**src/rtl/hitbox_encoder.sv**
```systemverilog
// hitbox_encoder: raster scanner emitting a 16x16 hitbox word per slot for every issued pixel.
// Define HITBOX_SHADOW_EN to buffer slot writes in shadow registers committed at frame start.
module hitbox_encoder #(
    parameter int H_ACTIVE = 320,
    parameter int V_ACTIVE = 240
) (
    input  logic        clk,
    input  logic        rst,
    input  logic        enable,
    input  logic        pix_en,
    input  logic        cfg_we,
    input  logic [1:0]  cfg_slot,
    input  logic [9:0]  cfg_x,
    input  logic [9:0]  cfg_y,
    input  logic [4:0]  cfg_level,
    input  logic [8:0]  cfg_id,
    input  logic        cfg_valid,
    output logic        new_frame,
    output logic        new_pixel,
    output logic [22:0] h0_out,
    output logic [22:0] h1_out,
    output logic [22:0] h2_out,
    output logic [22:0] h3_out,
    output logic [9:0]  pix_x,
    output logic [9:0]  pix_y,
    output logic        busy
);
    typedef enum logic [1:0] {IDLE, SYNC, GAP, ACTIVE} state_t;
    state_t      r_state;
    logic [9:0]  r_x, r_y, r_pix_x, r_pix_y;
    logic        r_new_frame, r_new_pixel;
    logic [22:0] r_h [4];
    // slot layout: {valid, level[4:0], id[8:0], x[9:0], y[9:0]}
    logic [34:0] r_slot [4];
    logic [34:0] w_cfg;
    logic [22:0] w_word [4];
    logic        w_x_end, w_last;

    assign w_cfg   = {cfg_valid, cfg_level, cfg_id, cfg_x, cfg_y};
    assign w_x_end = r_x == 10'(H_ACTIVE - 1);
    assign w_last  = w_x_end && r_y == 10'(V_ACTIVE - 1);

    function automatic logic [22:0] f_word(input logic [9:0] px, input logic [9:0] py, input logic [34:0] s);
        logic [10:0] w_dx, w_dy;
        logic        w_in;
        w_dx = {1'b0, px} - {1'b0, s[19:10]};
        w_dy = {1'b0, py} - {1'b0, s[9:0]};
        w_in = s[34] && s[28:20] != 9'd0 && px >= s[19:10] && py >= s[9:0] && w_dx <= 11'd15 && w_dy <= 11'd15;
        return w_in ? {s[33:29], s[28:20], w_dx[3:0], w_dy[3:0],
                       w_dx[3:0] == 4'd0 || w_dx[3:0] == 4'd15 || w_dy[3:0] == 4'd0 || w_dy[3:0] == 4'd15} : 23'd0;
    endfunction

    always_comb begin
        for (int i = 0; i < 4; i++) w_word[i] = f_word(r_x, r_y, r_slot[i]);
    end

`ifdef HITBOX_SHADOW_EN
    logic [34:0] r_shadow [4];
    // a write coinciding with SYNC lands in shadow while active takes the old shadow
    always_ff @(posedge clk or posedge rst) begin
        if (rst) begin
            for (int i = 0; i < 4; i++) begin
                r_shadow[i] <= '0;
                r_slot[i]   <= '0;
            end
        end else begin
            if (cfg_we) r_shadow[cfg_slot] <= w_cfg;
            if (r_state == SYNC) r_slot <= r_shadow;
        end
    end
`else
    always_ff @(posedge clk or posedge rst) begin
        if (rst) begin
            for (int i = 0; i < 4; i++) r_slot[i] <= '0;
        end else if (cfg_we) begin
            r_slot[cfg_slot] <= w_cfg;
        end
    end
`endif

    always_ff @(posedge clk or posedge rst) begin
        if (rst) begin
            r_state     <= IDLE;
            r_x         <= '0;
            r_y         <= '0;
            r_pix_x     <= '0;
            r_pix_y     <= '0;
            r_new_frame <= 1'b0;
            r_new_pixel <= 1'b0;
            for (int i = 0; i < 4; i++) r_h[i] <= '0;
        end else begin
            r_new_frame <= r_state == SYNC;
            r_new_pixel <= 1'b0;
            case (r_state)
                IDLE:    r_state <= enable ? SYNC : IDLE;
                SYNC: begin
                    r_x     <= '0;
                    r_y     <= '0;
                    r_state <= GAP;
                end
                GAP:     r_state <= ACTIVE;
                default: if (pix_en) begin
                    r_new_pixel <= 1'b1;
                    r_pix_x     <= r_x;
                    r_pix_y     <= r_y;
                    r_h         <= w_word;
                    r_x         <= w_x_end ? 10'd0 : r_x + 10'd1;
                    r_y         <= w_last ? 10'd0 : (w_x_end ? r_y + 10'd1 : r_y);
                    if (w_last) r_state <= enable ? SYNC : IDLE;
                end
            endcase
        end
    end

    assign new_frame = r_new_frame;
    assign new_pixel = r_new_pixel;
    assign pix_x     = r_pix_x;
    assign pix_y     = r_pix_y;
    assign h0_out    = r_h[0];
    assign h1_out    = r_h[1];
    assign h2_out    = r_h[2];
    assign h3_out    = r_h[3];
    assign busy      = r_state != IDLE;
endmodule

```
**config.mk**
```make
export PLATFORM = sky130hd
export DESIGN_NAME = hitbox_encoder
export DESIGN_NICKNAME = d
export VERILOG_FILES = /design/src/rtl/hitbox_encoder.sv
export SDC_FILE = /design/constraint.sdc
export NUM_CORES = 1
export LEC_CHECK = 0
export BUFFER_PORTS_ARGS = -buffer_cell sky130_fd_sc_hd__clkbuf_2
export CORE_ASPECT_RATIO = 1.2
export CORE_MARGIN = 1.5
export CORE_UTILIZATION = 55
export CTS_BUF_LIST = sky130_fd_sc_hd__clkbuf_8
export CTS_CLUSTER_DIAMETER = 100
export DETAILED_ROUTE_END_ITERATION = 7
export HOLD_SLACK_MARGIN = 0.08
export PLACE_DENSITY = 0.87
export SLEW_MARGIN = 25
export SYNTH_ARGS = -nofsm -noshare
export SYNTH_HDL_FRONTEND = slang
export SYNTH_SLANG_ARGS = --single-unit
```
**constraint.sdc**
```tcl
create_clock -name clk -period 7.99 [get_ports clk]
set_clock_uncertainty 0.05 [all_clocks]
set_input_delay 0.3995 -clock clk [delete_from_list [all_inputs] [get_ports clk]]
set_output_delay 0.3995 -clock clk [all_outputs]
set_load 0.03 [all_outputs]
```
==> impl_metrics.env, run 1 <==
export IMPL_cts_buffer_depth=3
export IMPL_criticalPathCategory="reg2reg"
export IMPL_synthToLayoutAreaGrowth_pct=14.8
export IMPL_synth_distinct_cells=73
export IMPL_place_detailed_hpwl_um=28600
export IMPL_synth_seq_cells=276
export IMPL_hold_path_class="in2reg"
export IMPL_cp_cell_sequence="inv_1 -> ha_1 -> inv_1 -> fa_1 -> a21o_1 -> a21oi_1 -> xor2_1 -> nand4_1 -> nor4b_1 -> and4_1 -> a22o_1"
export IMPL_power_density_mw_per_mm2=277
export IMPL_yosysTopAreaCell="dfrtp_1"
export IMPL_relSlewSlack_pct=40.0
export IMPL_mostFrequentLayoutCell="dfrtp_1"
export IMPL_synth_warnings=0
export IMPL_drc=13
export IMPL_htree_levels=2
export IMPL_routedWlPerCell_um=20.7
export IMPL_p_leak_nw=8.38
export IMPL_p_switching_w=0.00180
export IMPL_regArea_mm2=0.00691
export IMPL_clk_latency_ns=0.58
export IMPL_first_pass_iters=8
export IMPL_core_mm2=0.0264
export IMPL_slew_violations=0
export IMPL_gr_total_overflow=0
export IMPL_start_util_pct=56.3
export IMPL_required_ns=8.46
export IMPL_synth_area_mm2=0.0149
export IMPL_hold_viol=0
export IMPL_synth_edf_count=0
export IMPL_die_w_um=153
export IMPL_cts_tree="yes"
export IMPL_top_level_ports=157
export IMPL_routabilityCongestion=0.967
export IMPL_maxCapViolations=0
export IMPL_vias_per_cell=6.07
export IMPL_irDropWorstVdd_uv=230
export IMPL_syn_avg_cell_area_um2=10.4
export IMPL_failed_checks="DRC"
export IMPL_critPathMaxFanout=23
export IMPL_cp_end_kind="register"
export IMPL_nNetsFinal=1737
export IMPL_multiInputGateArea_mm2=0.00724
export IMPL_nFillCells=2015
export IMPL_max_stage_delay_ns=0.83
export IMPL_clockRootBuffer="clkbuf_8"
export IMPL_arrival_ns=4.26
export IMPL_swShare_pct=38.2
export IMPL_cts_buffers=43
export IMPL_syn_inst=1424
export IMPL_most_common_layout_cells="276 x dfrtp_1, 156 x nand2_1, 156 x clkbuf_2"
export IMPL_die_h_um=183
export IMPL_fmax_mhz=263
export IMPL_pwr_share_seq_pct=36.9
export IMPL_crit_path_frequent_cell="inv_1"
export IMPL_dieArea_mm2=0.0280
export IMPL_grt_start_max_net_pins=179
export IMPL_synth_top_area_share_pct=46.4
export IMPL_synthFlopType="dfrtp_1"
export IMPL_tns_ns=0
export IMPL_tightest_slew_ns=0.900
export IMPL_final_layout_size_suffix_gt1_share_pct=25.6
export IMPL_path_delay_family="simple AND/OR/NAND/NOR gates"
export IMPL_synth_seq_area_share_pct=46.4
export IMPL_synthArstFlopShare_pct=100
export IMPL_grt_pass1_vias=12000
export IMPL_status="finished, violations left"
export IMPL_internal_power_w=0.00292
export IMPL_drtIter0Drc=847
export IMPL_cp_slowest_cell="and4_1"
export IMPL_diodes=0
export IMPL_grt_pass1_wl_um=64400
export IMPL_rows=65
export IMPL_cts_sinks=276
export IMPL_via_count=12000
export IMPL_postRouteWirelength_um=40700
export IMPL_yosys_top_cells_area="dfrtp_1 46%, mux2_2 9.5%, ha_1 7.2%, nand2_1 4.0%, inv_1 3.3%"
export IMPL_finalCriticalPeriod_ns=3.80
export IMPL_cp_num_buf_inv=2
export IMPL_grt_setup_unrepaired="false"
export IMPL_setup_violations=0
export IMPL_synth_fp_nets=1560
export IMPL_worstSetupStartpointType="register"
export IMPL_antenna_found_initial=0
export IMPL_antenna_left=0
export IMPL_p_clk_share_pct=27.9
export IMPL_fin_crit_sh_pct=47.5
export IMPL_power_total_w=0.00472
export IMPL_pwr_share_comb_pct=35.2
export IMPL_portBuffers=156
export IMPL_grtUsageTotal_pct=29.4
export IMPL_clkSlewWorstSetupHoldPaths_ns=0.07
export IMPL_post_cts_setup_buffers=0
final timing paths:
kind                                            start  slack (ns)                endpoint  depth (start not counted)
worst max-delay path               r_x[0]$_DFFE_PP0P_        4.19  h2_out[21]$_DFFE_PP0P_                         11
worst min-delay path                         cfg_x[9]         0.1  r_slot[54]$_DFFE_PP0P_                          2
max in group asynchronous                         rst        6.32   r_slot[9]$_DFFE_PP0P_                          5
worst min register to register  h1_out[9]$_DFFE_PP0P_        0.43   h1_out[9]$_DFFE_PP0P_                          2
worst max register to register     r_x[0]$_DFFE_PP0P_        4.19  h2_out[21]$_DFFE_PP0P_                         11
min in group asynchronous                         rst        0.37   h3_out[7]$_DFFE_PP0P_                          4
cell usage after synthesis (9+ instances only):
cell type and number:
xor2_1 23, nor2b_1 17, o21ai_0 84, nand4_1 19, dfrtp_1 276, clkbuf_1 30, nand2_1 158, o31ai_2 20
nor2_1 59, a21oi_1 52, o21a_1 16, nor3_1 22, o21ai_1 16, or3_1 10, ha_1 86, a22o_1 47
nor4_1 11, or4_1 9, o2111ai_1 11, a21o_1 14, xnor2_1 13, mux2_2 126, inv_1 129, o21ai_2 10
nand3_1 21
metal layers:
layer	up-vias	global-route usage (%)	wire, um
li1	5434	-	-
met1	5949	37.2	16600
met2	473	50.4	20000
met3	115	4.25	2350
met4	0	13.1	1720
met5	-	0	0
metrics by stage:
stage	hold slack (ns)	utilization (%)	setup WS (ns)	area (um2)	instances
6_report	0.0991	64.6	4.19	17100	1971
3_5_place_dp	0.413	60.2	4.27	15900	1877
5_1_grt	0.107	64.6	4.02	17100	1971
4_1_cts	0.0821	64.4	4.25	17000	1969
3_3_place_gp	0.416	60.2	4.34	15900	1877
2_1_floorplan	0.411	-	3.89	14900	1424
power by group through the flow:
stage	combinational, W	sequential (W)	clock (W)
2_1_floorplan	0.00114	0.00174	0
3_3_place_gp	0.00156	0.00175	0
3_5_place_dp	0.00161	0.00176	0
4_1_cts	0.00164	0.00174	0.00133
5_1_grt	0.00181	0.00176	0.00139
6_report	0.00166	0.00174	0.00132
cell families after synthesis:
kind of cell | synth area share, %
AO/OA/AOI/OAI | 15.6
multiplexers | 10.0
XOR/XNOR | 2.12
flip-flops | 46.4
AND/OR/NAND/NOR | 12.4
adder cells (fa/ha/maj) | 8.31
buffers and inverters | 5.13
cell type report:
type	count	share of cell area [%]
clock buffers	54	4.35
clock inverters	26	1.37
inverters	132	2.93
multi-input cells	968	42.4
flip-flops and latches	276	40.5
well taps	335	2.46
repair buffers	180	6.01
flip-flops by register name (all words and copies together) (netlist names):
name / count
pix_y: 10
new_pixel: 1
new_frame: 1
r_x: 10
r_state: 2
h0_out: 23
r_slot: 140
r_y: 10
h2_out: 23
pix_x: 10
h1_out: 23
h3_out: 23
what timing repair did:
| action | 4_1_cts | 5_1_grt |
|---|---|---|
| hold endpoints to repair | 42 | 40 |
| gates resized for setup | 0 | 0 |
| hold buffers | 12 | 1 |
Power figures use the tool's default switching activity.
==> run 2, diff against run 1 <==
--- a/config.mk
+++ b/config.mk
@@ -5,6 +5,7 @@
 export SDC_FILE = /design/constraint.sdc
 export NUM_CORES = 1
 export LEC_CHECK = 0
+export ABC_AREA = 1
 export BUFFER_PORTS_ARGS = -buffer_cell sky130_fd_sc_hd__clkbuf_2
 export CORE_ASPECT_RATIO = 1.2
 export CORE_MARGIN = 1.5
==> constraint.sdc (replaced) <==
create_clock -name clk -period 3.4 [get_ports clk]
set_clock_uncertainty 0.05 [all_clocks]
set_input_delay 0.17 -clock clk [delete_from_list [all_inputs] [get_ports clk]]
set_output_delay 0.17 -clock clk [all_outputs]
set_load 0.03 [all_outputs]
==> impl_metrics.env, run 2 <==
export IMPL_status="finished clean"
export IMPL_grtUsageTotal_pct=29.5
export IMPL_place_detailed_hpwl_um=31800
export IMPL_synthArstFlopShare_pct=100
export IMPL_grt_busiest_layer="met2"
export IMPL_gr_total_overflow=0
export IMPL_antenna_found_initial=0
export IMPL_pwr_share_comb_pct=45.6
export IMPL_rr_worst_depth=14
export IMPL_portBuffers=156
export IMPL_nFillCells=2464
export IMPL_syn_inst=2204
export IMPL_yosysTopAreaCell="dfrtp_1"
export IMPL_tightest_slew_ns=1.02
export IMPL_synth_area_mm2=0.0162
export IMPL_maxCapViolations=0
export IMPL_swShare_pct=44.4
export IMPL_synth_seq_cells=276
export IMPL_first_pass_iters=6
export IMPL_worstSetupStartpointType="register"
export IMPL_via_count=15200
export IMPL_antenna_left=0
export IMPL_synth_most_common_cell="nand2_1"
export IMPL_pwr_share_seq_pct=32.0
export IMPL_core_mm2=0.0289
export IMPL_fin_crit_sh_pct=91.4
export IMPL_clk_latency_ns=0.59
export IMPL_met3_usage_pct=4.32
export IMPL_cp_num_buf_inv=2
export IMPL_cts_sinks=276
export IMPL_path_delay_family="simple AND/OR/NAND/NOR gates"
export IMPL_clockRootBuffer="clkbuf_8"
export IMPL_finalCriticalPeriod_ns=3.11
export IMPL_cp_end_kind="register"
export IMPL_fin_cells=2802
export IMPL_path_depth=14
export IMPL_grt_pass1_vias=14800
export IMPL_cts_tree="yes"
export IMPL_hold_viol=0
export IMPL_power_total_w=0.0131
export IMPL_nNetsFinal=2520
export IMPL_rows=68
export IMPL_power_density_mw_per_mm2=706
export IMPL_irDropWorstVdd_uv=381
export IMPL_synthFlopType="dfrtp_1"
export IMPL_die_w_um=160
export IMPL_required_ns=3.85
export IMPL_die_h_um=191
export IMPL_arrival_ns=3.56
export IMPL_setup_violations=0
export IMPL_slew_violations=0
export IMPL_crit_path_frequent_cell="nand2_1"
export IMPL_cts_buffers=43
export IMPL_grt_setup_unrepaired="false"
export IMPL_grt_pass1_wl_um=72500
export IMPL_utilization_pct=64.4
export IMPL_critPathMaxFanout=23
export IMPL_grtUsageMet1_pct=35.8
export IMPL_largest_register_ffs=140
export IMPL_synth_edf_count=0
export IMPL_clkSlewWorstSetupHoldPaths_ns=0.06
export IMPL_cp_slowest_cell="nor2_2"
export IMPL_criticalPathCategory="reg2reg"
export IMPL_synth_seq_area_share_pct=42.6
export IMPL_drtIter0Drc=1332
export IMPL_htree_levels=2
export IMPL_hold_depth=5
export IMPL_most_common_layout_cells="664 x nand2_1, 339 x inv_1, 276 x dfrtp_1"
export IMPL_grt_start_max_net_pins=94
export IMPL_vias_per_cell=5.42
export IMPL_max_stage_delay_ns=0.79
export IMPL_diodes=0
export IMPL_regMostFlops="r_slot"
export IMPL_hold_path_class="in2reg"
export IMPL_routabilityCongestion=0.925
export IMPL_cp_cell_sequence="inv_1 -> ha_1 -> inv_1 -> fa_1 -> nand2_1 -> nand2_1 -> nand3_1 -> nand2_1 -> nand3_1 -> nand3_1 -> nand2_1 -> nor2_2 -> nand4_1 -> nand2_1"
export IMPL_internal_power_w=0.00730
export IMPL_p_clk_share_pct=22.3
export IMPL_routedWlPerCell_um=15.7
export IMPL_yosys_top_cells_area="dfrtp_1 43%, nand2_1 15%, inv_1 7.5%, ha_1 6.6%, o21ai_0 5.8%"
export IMPL_mostFrequentLayoutCell="nand2_1"
export IMPL_dieArea_mm2=0.0305
export IMPL_p_leak_nw=10.5
export IMPL_start_util_pct=56.1
export IMPL_synth_warnings=0
export IMPL_holdBufCountCts=37
export IMPL_synth_common_cells="667 x nand2_1, 325 x inv_1, 276 x dfrtp_1"
export IMPL_cts_resized=0
export IMPL_post_cts_setup_buffers=0
export IMPL_synthToLayoutAreaGrowth_pct=14.8
export IMPL_top_level_ports=157
export IMPL_cts_buffer_depth=3
export IMPL_synth_distinct_cells=41
export IMPL_postRouteWirelength_um=44100
export IMPL_drc=0
export IMPL_final_layout_size_suffix_gt1_share_pct=11.4
export IMPL_gr_usage_met2_pct=50.4
export IMPL_synth_top_area_share_pct=42.6
export IMPL_place_inst=2687
export IMPL_p_switching_w=0.00584
export IMPL_relSlewSlack_pct=31.8
export IMPL_synth_fp_nets=2340
export IMPL_fmax_mhz=322
export IMPL_holdWs_ns=0.181
export IMPL_syn_avg_cell_area_um2=7.36
run 2: cell types whose count changed after synthesis, sizes merged, moves of 25 or more:
| cell | delta |
|---|---|
| o31ai | -25 |
| mux2 | -126 |
| nand2 | +514 |
| o21ai | +86 |
| a22o | -47 |
| nand4 | +90 |
| inv | +196 |
| nor2 | +155 |
| nand3 | +85 |
run 2: cells by family (layout without fill, tap and decap cells):
group	count (synthesis)	count (layout)	synth area share (%)
adders and majority gates	94	94	7.62
buffers and inverters	406	619	9.89
DFF	276	276	42.6
AOI/OAI and AO/OA	266	266	8.65
muxes	1	1	0.0617
and+or+nand+nor	1140	1140	30.1
xor gates and xnor gates	21	21	1.13
run 2: worst register-to-register path: stages, from the launching register on:
cell and delay [ns]:
dfrtp_1 0.41, inv_1 0.21, ha_1 0.30, inv_1 0.12, fa_1 0.24, nand2_1 0.07
nand2_1 0.10, nand3_1 0.11, nand2_1 0.10, nand3_1 0.07, nand3_1 0.08, nand2_1 0.06
nor2_2 0.79, nand4_1 0.23, nand2_1 0.11
run 2: power groups by stage:
stage	registers (W)	logic [W]	clock network, W
2_1_floorplan	0.00425	0.00433	0
3_3_place_gp	0.00422	0.00565	0
3_5_place_dp	0.00425	0.00583	0
4_1_cts	0.00419	0.00591	0.00297
5_1_grt	0.00425	0.00682	0.00312
6_report	0.00421	0.00600	0.00294
run 2: final cells by class:
cell class	count	area (um2)	share of cell area (%)
Multi-Input combinational cell	1522	7740	41.6
Inverter	328	1230	6.63
Clock buffer	54	743	3.99
Tap cell	385	482	2.59
Clock inverter	24	160	0.860
Sequential cell	276	6910	37.1
Timing Repair Buffer	213	1350	7.26
run 2: worst paths after layout:
kind	start	end	slack, ns
worst min register to register	h1_out[3]$_DFFE_PP0P_	h1_out[3]$_DFFE_PP0P_	0.43
worst min-delay path	pix_en	r_state[1]$_DFFE_PP0P_	0.18
worst max register to register	r_y[0]$_DFFE_PP0P_	h2_out[8]$_DFFE_PP0P_	0.29
min in group asynchronous	rst	r_slot[24]$_DFFE_PP0P_	0.26
max in group asynchronous	rst	r_slot[36]$_DFFE_PP0P_	2.15
worst max-delay path	r_y[0]$_DFFE_PP0P_	h2_out[8]$_DFFE_PP0P_	0.29
run 2: through the flow:
step                TNS (ns)  setup slack [ns]  area (um2)
global route               0            0.0386       18600
detailed placement         0             0.426       17300
CTS                        0             0.375       18600
floorplan            -130.10            -0.471       16200
global placement           0             0.582       17300
finish                     0             0.293       18600
run 2: metal layers:
layer	routed length (um)	part of all wire (%)
met2	20900	47
met5	0	0
met1	17800	40
met3	2860	6.5
met4	2530	5.7
